<file path="src/rtl/wb_dsp_master_if.sv">
// wb_dsp_master_if: command/response handshake and Wishbone bus signals of the wb_dsp master
interface wb_dsp_master_if #(
    parameter int dw = 32,
    parameter int aw = 32
);
    logic          cmd_valid;
    logic          cmd_ready;
    logic          cmd_we;
    logic [aw-1:0] cmd_adr;
    logic [dw-1:0] cmd_dat;
    logic [3:0]    cmd_sel;
    logic          rsp_valid;
    logic          rsp_ready;
    logic [dw-1:0] rsp_dat;
    logic [1:0]    rsp_status;
    logic [aw-1:0] wb_adr_o;
    logic [dw-1:0] wb_dat_o;
    logic [3:0]    wb_sel_o;
    logic          wb_we_o;
    logic          wb_cyc_o;
    logic          wb_stb_o;
    logic [2:0]    wb_cti_o;
    logic [1:0]    wb_bte_o;
    logic [dw-1:0] wb_dat_i;
    logic          wb_ack_i;
    logic          wb_err_i;
    logic          wb_rty_i;

    modport master (
        input  cmd_valid, cmd_we, cmd_adr, cmd_dat, cmd_sel, rsp_ready,
               wb_dat_i, wb_ack_i, wb_err_i, wb_rty_i,
        output cmd_ready, rsp_valid, rsp_dat, rsp_status,
               wb_adr_o, wb_dat_o, wb_sel_o, wb_we_o, wb_cyc_o, wb_stb_o, wb_cti_o, wb_bte_o
    );

    modport slave (
        output cmd_valid, cmd_we, cmd_adr, cmd_dat, cmd_sel, rsp_ready,
               wb_dat_i, wb_ack_i, wb_err_i, wb_rty_i,
        input  cmd_ready, rsp_valid, rsp_dat, rsp_status,
               wb_adr_o, wb_dat_o, wb_sel_o, wb_we_o, wb_cyc_o, wb_stb_o, wb_cti_o, wb_bte_o
    );
endinterface

</file>
<file path="src/rtl/wb_dsp_master.sv">
// wb_dsp_master: single-transfer Wishbone classic initiator with retry handling; WB_DSP_MASTER_TIMEOUT_EN adds a bus timeout
module wb_dsp_master #(
    parameter int dw        = 32,
    parameter int aw        = 32,
    parameter int MAX_RETRY = 4,
    parameter int TIMEOUT   = 255
) (
    input logic            wb_clk,
    input logic            wb_rst,
    wb_dsp_master_if.master bus
);
    localparam int RW = MAX_RETRY > 0 ? $clog2(MAX_RETRY + 1) : 1;

    // RST exists so cmd_ready stays low during reset and rises on the first edge after release
    typedef enum logic [2:0] {RST, IDLE, BUS, BACKOFF, RESP} state_t;

    state_t        state_q, state_d;
    logic [aw-1:0] adr_q, adr_d;
    logic [dw-1:0] dat_q, dat_d;
    logic [3:0]    sel_q, sel_d;
    logic          we_q, we_d;
    logic          cyc_q, cyc_d;
    logic          rsp_valid_q, rsp_valid_d;
    logic [dw-1:0] rsp_dat_q, rsp_dat_d;
    logic [1:0]    status_q, status_d;
    logic [RW-1:0] retry_q, retry_d;
`ifdef WB_DSP_MASTER_TIMEOUT_EN
    localparam int TW = TIMEOUT > 255 ? $clog2(TIMEOUT + 1) : 8;
    logic [TW-1:0] tmo_q, tmo_d;
`endif

    assign bus.cmd_ready  = state_q == IDLE;
    assign bus.rsp_valid  = rsp_valid_q;
    assign bus.rsp_dat    = rsp_dat_q;
    assign bus.rsp_status = status_q;
    assign bus.wb_adr_o   = adr_q;
    assign bus.wb_dat_o   = dat_q;
    assign bus.wb_sel_o   = sel_q;
    assign bus.wb_we_o    = we_q;
    assign bus.wb_cyc_o   = cyc_q;
    assign bus.wb_stb_o   = cyc_q;
    assign bus.wb_cti_o   = 3'b000;
    assign bus.wb_bte_o   = 2'b00;

    // Next-state and registered-output decode; terminations prioritised err > ack > rty
    always_comb begin
        state_d     = state_q;
        adr_d       = adr_q;
        dat_d       = dat_q;
        sel_d       = sel_q;
        we_d        = we_q;
        cyc_d       = cyc_q;
        rsp_valid_d = rsp_valid_q;
        rsp_dat_d   = rsp_dat_q;
        status_d    = status_q;
        retry_d     = retry_q;
`ifdef WB_DSP_MASTER_TIMEOUT_EN
        tmo_d       = tmo_q;
`endif
        case (state_q)
            RST: state_d = IDLE;
            IDLE: if (bus.cmd_valid) begin
                adr_d   = bus.cmd_adr;
                dat_d   = bus.cmd_dat;
                sel_d   = bus.cmd_sel;
                we_d    = bus.cmd_we;
                cyc_d   = 1'b1;
                retry_d = '0;
`ifdef WB_DSP_MASTER_TIMEOUT_EN
                tmo_d   = '0;
`endif
                state_d = BUS;
            end
            BUS: if (bus.wb_err_i) begin
                cyc_d       = 1'b0;
                rsp_valid_d = 1'b1;
                rsp_dat_d   = '0;
                status_d    = 2'b01;
                state_d     = RESP;
            end else if (bus.wb_ack_i) begin
                cyc_d       = 1'b0;
                rsp_valid_d = 1'b1;
                rsp_dat_d   = we_q ? '0 : bus.wb_dat_i;
                status_d    = 2'b00;
                state_d     = RESP;
            end else if (bus.wb_rty_i) begin
                cyc_d = 1'b0;
                if (retry_q < RW'(MAX_RETRY)) begin
                    retry_d = retry_q + 1'b1;
                    state_d = BACKOFF;
                end else begin
                    rsp_valid_d = 1'b1;
                    rsp_dat_d   = '0;
                    status_d    = 2'b10;
                    state_d     = RESP;
                end
            end
`ifdef WB_DSP_MASTER_TIMEOUT_EN
            else if (tmo_q == TW'(TIMEOUT - 1)) begin
                cyc_d       = 1'b0;
                rsp_valid_d = 1'b1;
                rsp_dat_d   = '0;
                status_d    = 2'b11;
                state_d     = RESP;
            end else begin
                tmo_d = tmo_q + 1'b1;
            end
`endif
            BACKOFF: begin
                cyc_d   = 1'b1;
`ifdef WB_DSP_MASTER_TIMEOUT_EN
                tmo_d   = '0;
`endif
                state_d = BUS;
            end
            RESP: if (bus.rsp_ready) begin
                rsp_valid_d = 1'b0;
                state_d     = IDLE;
            end
            default: state_d = IDLE;
        endcase
    end

    // State and output registers; reset drops any in-flight transfer silently
    always_ff @(posedge wb_clk or negedge wb_rst) begin
        if (!wb_rst) begin
            state_q     <= RST;
            adr_q       <= '0;
            dat_q       <= '0;
            sel_q       <= '0;
            we_q        <= 1'b0;
            cyc_q       <= 1'b0;
            rsp_valid_q <= 1'b0;
            rsp_dat_q   <= '0;
            status_q    <= '0;
            retry_q     <= '0;
`ifdef WB_DSP_MASTER_TIMEOUT_EN
            tmo_q       <= '0;
`endif
        end else begin
            state_q     <= state_d;
            adr_q       <= adr_d;
            dat_q       <= dat_d;
            sel_q       <= sel_d;
            we_q        <= we_d;
            cyc_q       <= cyc_d;
            rsp_valid_q <= rsp_valid_d;
            rsp_dat_q   <= rsp_dat_d;
            status_q    <= status_d;
            retry_q     <= retry_d;
`ifdef WB_DSP_MASTER_TIMEOUT_EN
            tmo_q       <= tmo_d;
`endif
        end
    end
endmodule

</file>
<file path="src/flat_wrapper.sv">
// flat-port wrapper written by rule: the top's interface ports become plain ports
module wb_dsp_master_flat 
#(
    parameter int dw        = 32,
    parameter int aw        = 32,
    parameter int MAX_RETRY = 4,
    parameter int TIMEOUT   = 255
)
  (wb_clk, wb_rst, bus_cmd_valid, bus_cmd_we, bus_cmd_adr, bus_cmd_dat, bus_cmd_sel, bus_rsp_ready, bus_wb_dat_i, bus_wb_ack_i, bus_wb_err_i, bus_wb_rty_i, bus_cmd_ready, bus_rsp_valid, bus_rsp_dat, bus_rsp_status, bus_wb_adr_o, bus_wb_dat_o, bus_wb_sel_o, bus_wb_we_o, bus_wb_cyc_o, bus_wb_stb_o, bus_wb_cti_o, bus_wb_bte_o);
  wb_dsp_master_if #(.dw(dw), .aw(aw)) bus_i ();
  input logic wb_clk;
  input logic wb_rst;
  input wire logic [$bits(bus_i.cmd_valid)-1:0] bus_cmd_valid;
  input wire logic [$bits(bus_i.cmd_we)-1:0] bus_cmd_we;
  input wire logic [$bits(bus_i.cmd_adr)-1:0] bus_cmd_adr;
  input wire logic [$bits(bus_i.cmd_dat)-1:0] bus_cmd_dat;
  input wire logic [$bits(bus_i.cmd_sel)-1:0] bus_cmd_sel;
  input wire logic [$bits(bus_i.rsp_ready)-1:0] bus_rsp_ready;
  input wire logic [$bits(bus_i.wb_dat_i)-1:0] bus_wb_dat_i;
  input wire logic [$bits(bus_i.wb_ack_i)-1:0] bus_wb_ack_i;
  input wire logic [$bits(bus_i.wb_err_i)-1:0] bus_wb_err_i;
  input wire logic [$bits(bus_i.wb_rty_i)-1:0] bus_wb_rty_i;
  output wire logic [$bits(bus_i.cmd_ready)-1:0] bus_cmd_ready;
  output wire logic [$bits(bus_i.rsp_valid)-1:0] bus_rsp_valid;
  output wire logic [$bits(bus_i.rsp_dat)-1:0] bus_rsp_dat;
  output wire logic [$bits(bus_i.rsp_status)-1:0] bus_rsp_status;
  output wire logic [$bits(bus_i.wb_adr_o)-1:0] bus_wb_adr_o;
  output wire logic [$bits(bus_i.wb_dat_o)-1:0] bus_wb_dat_o;
  output wire logic [$bits(bus_i.wb_sel_o)-1:0] bus_wb_sel_o;
  output wire logic [$bits(bus_i.wb_we_o)-1:0] bus_wb_we_o;
  output wire logic [$bits(bus_i.wb_cyc_o)-1:0] bus_wb_cyc_o;
  output wire logic [$bits(bus_i.wb_stb_o)-1:0] bus_wb_stb_o;
  output wire logic [$bits(bus_i.wb_cti_o)-1:0] bus_wb_cti_o;
  output wire logic [$bits(bus_i.wb_bte_o)-1:0] bus_wb_bte_o;
  assign bus_i.cmd_valid = bus_cmd_valid;
  assign bus_i.cmd_we = bus_cmd_we;
  assign bus_i.cmd_adr = bus_cmd_adr;
  assign bus_i.cmd_dat = bus_cmd_dat;
  assign bus_i.cmd_sel = bus_cmd_sel;
  assign bus_i.rsp_ready = bus_rsp_ready;
  assign bus_i.wb_dat_i = bus_wb_dat_i;
  assign bus_i.wb_ack_i = bus_wb_ack_i;
  assign bus_i.wb_err_i = bus_wb_err_i;
  assign bus_i.wb_rty_i = bus_wb_rty_i;
  assign bus_cmd_ready = bus_i.cmd_ready;
  assign bus_rsp_valid = bus_i.rsp_valid;
  assign bus_rsp_dat = bus_i.rsp_dat;
  assign bus_rsp_status = bus_i.rsp_status;
  assign bus_wb_adr_o = bus_i.wb_adr_o;
  assign bus_wb_dat_o = bus_i.wb_dat_o;
  assign bus_wb_sel_o = bus_i.wb_sel_o;
  assign bus_wb_we_o = bus_i.wb_we_o;
  assign bus_wb_cyc_o = bus_i.wb_cyc_o;
  assign bus_wb_stb_o = bus_i.wb_stb_o;
  assign bus_wb_cti_o = bus_i.wb_cti_o;
  assign bus_wb_bte_o = bus_i.wb_bte_o;
  wb_dsp_master #(.dw(dw), .aw(aw), .MAX_RETRY(MAX_RETRY), .TIMEOUT(TIMEOUT)) u_core (.wb_clk(wb_clk), .wb_rst(wb_rst), .bus(bus_i));
endmodule
</file>
<file path="config.mk">
export PLATFORM = sky130hd
export DESIGN_NAME = wb_dsp_master_flat
export DESIGN_NICKNAME = d
export VERILOG_FILES = /design/src/rtl/wb_dsp_master_if.sv /design/src/rtl/wb_dsp_master.sv /design/src/flat_wrapper.sv
export SDC_FILE = /design/constraint.sdc
export NUM_CORES = 1
export LEC_CHECK = 0
export CAP_MARGIN = 5
export CORE_ASPECT_RATIO = 0.75
export CORE_MARGIN = 8
export CORE_UTILIZATION = 42
export CTS_BUF_LIST = sky130_fd_sc_hd__clkbuf_4 sky130_fd_sc_hd__clkbuf_8
export DETAILED_ROUTE_END_ITERATION = 7
export HOLD_SLACK_MARGIN = 0.02
export PLACE_DENSITY = 0.83
export SYNTH_ARGS = -nofsm -noshare
export SYNTH_HDL_FRONTEND = slang
export SYNTH_SLANG_ARGS = --single-unit
</file>
<file path="constraint.sdc">
create_clock -name wb_clk -period 2 [get_ports wb_clk]
set_input_delay 0.2 -clock wb_clk [delete_from_list [all_inputs] [get_ports wb_clk]]
set_output_delay 0.2 -clock wb_clk [all_outputs]
set_load 0.02 [all_outputs]
</file>
==> results of run 1 <==
## cell type report
class / instances / share of cell area, %
inverters: 3 / 0.1601
well taps: 136 / 2.419
flip-flops and latches: 111 / 39.49
multi-input cells: 209 / 21.90
clock inverters: 3 / 1.281
clock buffers: 12 / 2.259
repair buffers: 225 / 32.50
## report_power, final
group / leakage [uW] / internal [uW] / switching [uW]
Sequential: 0.00138 / 3320 / 629
Combinational: 0.00138 / 3020 / 2760
Clock: 0.000126 / 909 / 720
Total: 0.00289 / 7250 / 4110
## critical path: stages, from the launching register on
cell      delay, ps
dfrtp_1         530
nor4bb_4        450
buf_12          280
mux2_2          370
## cell families after synthesis
kind of cell	count (synthesis)	share of synthesized area (%)
other	1	0.08314
AOI/OAI and AO/OA	78	9.459
adders and majority gates	1	0.2773
buffers and inverters	31	4.743
muxes	71	17.70
DFF	111	61.58
and+or+nand+nor	54	6.158
## cells in the final DEF (no fill, tap or decap), types with 2 or more instances in the layout
cell	netlist	routed
clkdlybuf4s50_1	0	212
dfrtp_1	111	111
mux2_2	70	70
o21ai_0	59	59
nand2_1	34	34
clkbuf_8	0	11
o21ai_1	7	7
buf_4	8	6
nand2b_1	5	5
conb_1	1	5
buf_12	0	5
nor3_1	4	4
a21oi_1	4	4
nor2_1	4	4
inv_1	3	3
bufinv_16	0	3
nor3b_4	1	2
a211oi_1	2	2
## metrics by stage
stage               hold slack [ps]  setup slack [ps]  total power [uW]
floorplan                    -95.59             458.6              6968
global placement              165.0             50.34              9677
detailed placement            167.9             30.61              9885
CTS                           313.7             217.2             11530
global route                  332.3             140.1             12010
finish                        311.5             224.9             11360
## worst max path at each step
stage                                         end  slack, ps  depth (start not counted)
after floorplan            u_core.bus.wb_adr_o[0]        460                          5
after global placement    u_core.bus.wb_adr_o[13]         50                          4
after detailed placement  u_core.bus.wb_dat_o[14]         30                          4
after CTS                  u_core.bus.wb_dat_o[8]        220                          3
after global routing      u_core.bus.wb_adr_o[28]        140                          3
final                      u_core.bus.wb_dat_o[8]        220                          3
## cell usage after synthesis (all sizes together)
library cell | instances | area (um^2)
nor4bb | 1 | 25.02
o21ai | 66 | 330.3
o31ai | 1 | 12.51
nor3 | 4 | 20.02
a22o | 1 | 8.760
o2bb2a | 1 | 10.01
nand2 | 34 | 127.6
clkbuf | 11 | 43.79
a211oi | 3 | 27.52
nor3b | 3 | 38.79
o22a | 1 | 8.760
mux2i | 1 | 10.01
nor2 | 4 | 15.01
buf | 17 | 158.9
or3b | 1 | 8.760
nand2b | 5 | 31.28
a21oi | 4 | 20.02
nand3 | 1 | 5.000
dfrtp | 111 | 2778
o31a | 1 | 8.760
ha | 1 | 12.51
mux2 | 70 | 788.3
nor2b | 1 | 6.260
inv | 3 | 11.26
conb | 1 | 3.750
## layer usage
layer  wire [um]  share of wire [%]
met5           0                  0
met4         205                1.6
met3        1220                9.5
met2        6386                 50
met1        4962                 39
## flip-flops by register name, summed over array words and instances (netlist names)
signal,cells
u_core.bus.rsp_dat,32
u_core.bus.wb_adr_o,32
u_core.bus.wb_dat_o,32
u_core.bus.wb_sel_o,4
u_core.retry_q,3
u_core.state_q,3
u_core.bus.rsp_status,2
u_core.bus.rsp_valid,1
u_core.bus.wb_cyc_o,1
u_core.bus.wb_we_o,1
## timing repair
item,in CTS,in global routing
hold buffers,1,0
hold endpoints to repair,29,0
setup endpoints to repair,1,0
resized for setup,1,0
==> metrics.txt, run 1 <==
Synth warnings 0; R2R setup slack 220 ps; DIE HEIGHT 105.7 um; Crit path arrival time 2020 ps; Initial Util 43.50%; DRC Markers 0; Netlist cell types 33; largest net degree at the start of global routing 43; GRT Overall Usage 17.67%; Mapped Area 4511 um^2; Placed Cells 683; clk_skew 9.196 ps; CTS H-tree depth 3; most used routing layer met2; IO Count 220; crit end category register; core area 10370 um^2; Skew-Pair Late Insertion Delay 360 ps; IO buf count 214; Max Fanout on Critical Path 41; post-synthesis register bit count 111; Routed WL 12780 um; final core occ 67.83%; Synth Instances 347; Hold WC Path Type in2async; status completed; DP Area 6777 um^2; register area share after synthesis 61.58%; Layout area overhead 55.95%; reg2reg start u_core.state_q[2]; critical path class reg2reg; Tmin final 1775 ps; M1 GR Usage 19.65%; TritonRoute pass-1 iters 4; Die Area 14350 um^2; DIE WIDTH 135.7 um; Starting DRT DRC Count 129; # rows 32; met2 usage 30.01%; antenna violations before repair 0; fill count 753; CTS Buf Count 9; routability cong. 0.7206; CTS Root Buffer Type clkbuf_8; Worst Reg-to-Reg Cells 3; global-route wire length before repair 20130 um; clock sink total 111; Startpoint Class register; RSZ-0062 raised after global routing false; Max Fclk 563.3 MHz; syn_area_per_cell 13.00 um^2; number of global-route vias before repair 3719; Tcrit/Tclk final 88.76%; fin cells 699; design area 7034 um^2; register area 2778 um^2; number of diodes 0; Final ANT Viol Nets 0; share of post-route cells with drive strength above 1 17.94%; nets@finish 668; Vias 3439; Power Density 1615 nW/um^2; Slew Viols, Final 0; Congestion Overflow GR 0; grt met3 use 7.543%; # setup viols final 0; detailed placer's ending HPWL 9616 um; R2R Path End u_core.bus.wb_dat_o[8]; CTS tree built; drt via density 4.920; Max-Cap Viols 0; Fin. Hold Viols 0; Post-CTS Setup Repair Bufs 0; wire per inst 18.28 um; WP data required 2250 ps; multi-input logic area 1540 um^2; setup tns final 0 ps; Bufs on Longest Clock Path 2; clk slew on worst S/H paths 100 ps; Crit. Startpoint u_core.state_q[2]; Peak VDD IR 0.9845 mV; Leakage Power 0.002886 uW
Power figures use the tool's default switching activity.
==> run 2: changes to the inputs <==
--- a/config.mk
+++ b/config.mk
@@ -5,7 +5,6 @@
 export SDC_FILE = /design/constraint.sdc
 export NUM_CORES = 1
 export LEC_CHECK = 0
-export CAP_MARGIN = 5
 export CORE_ASPECT_RATIO = 0.75
 export CORE_MARGIN = 8
 export CORE_UTILIZATION = 42
==> results of run 2 <==
The final DEF is identical to that of run 1; final timing and power are the same.
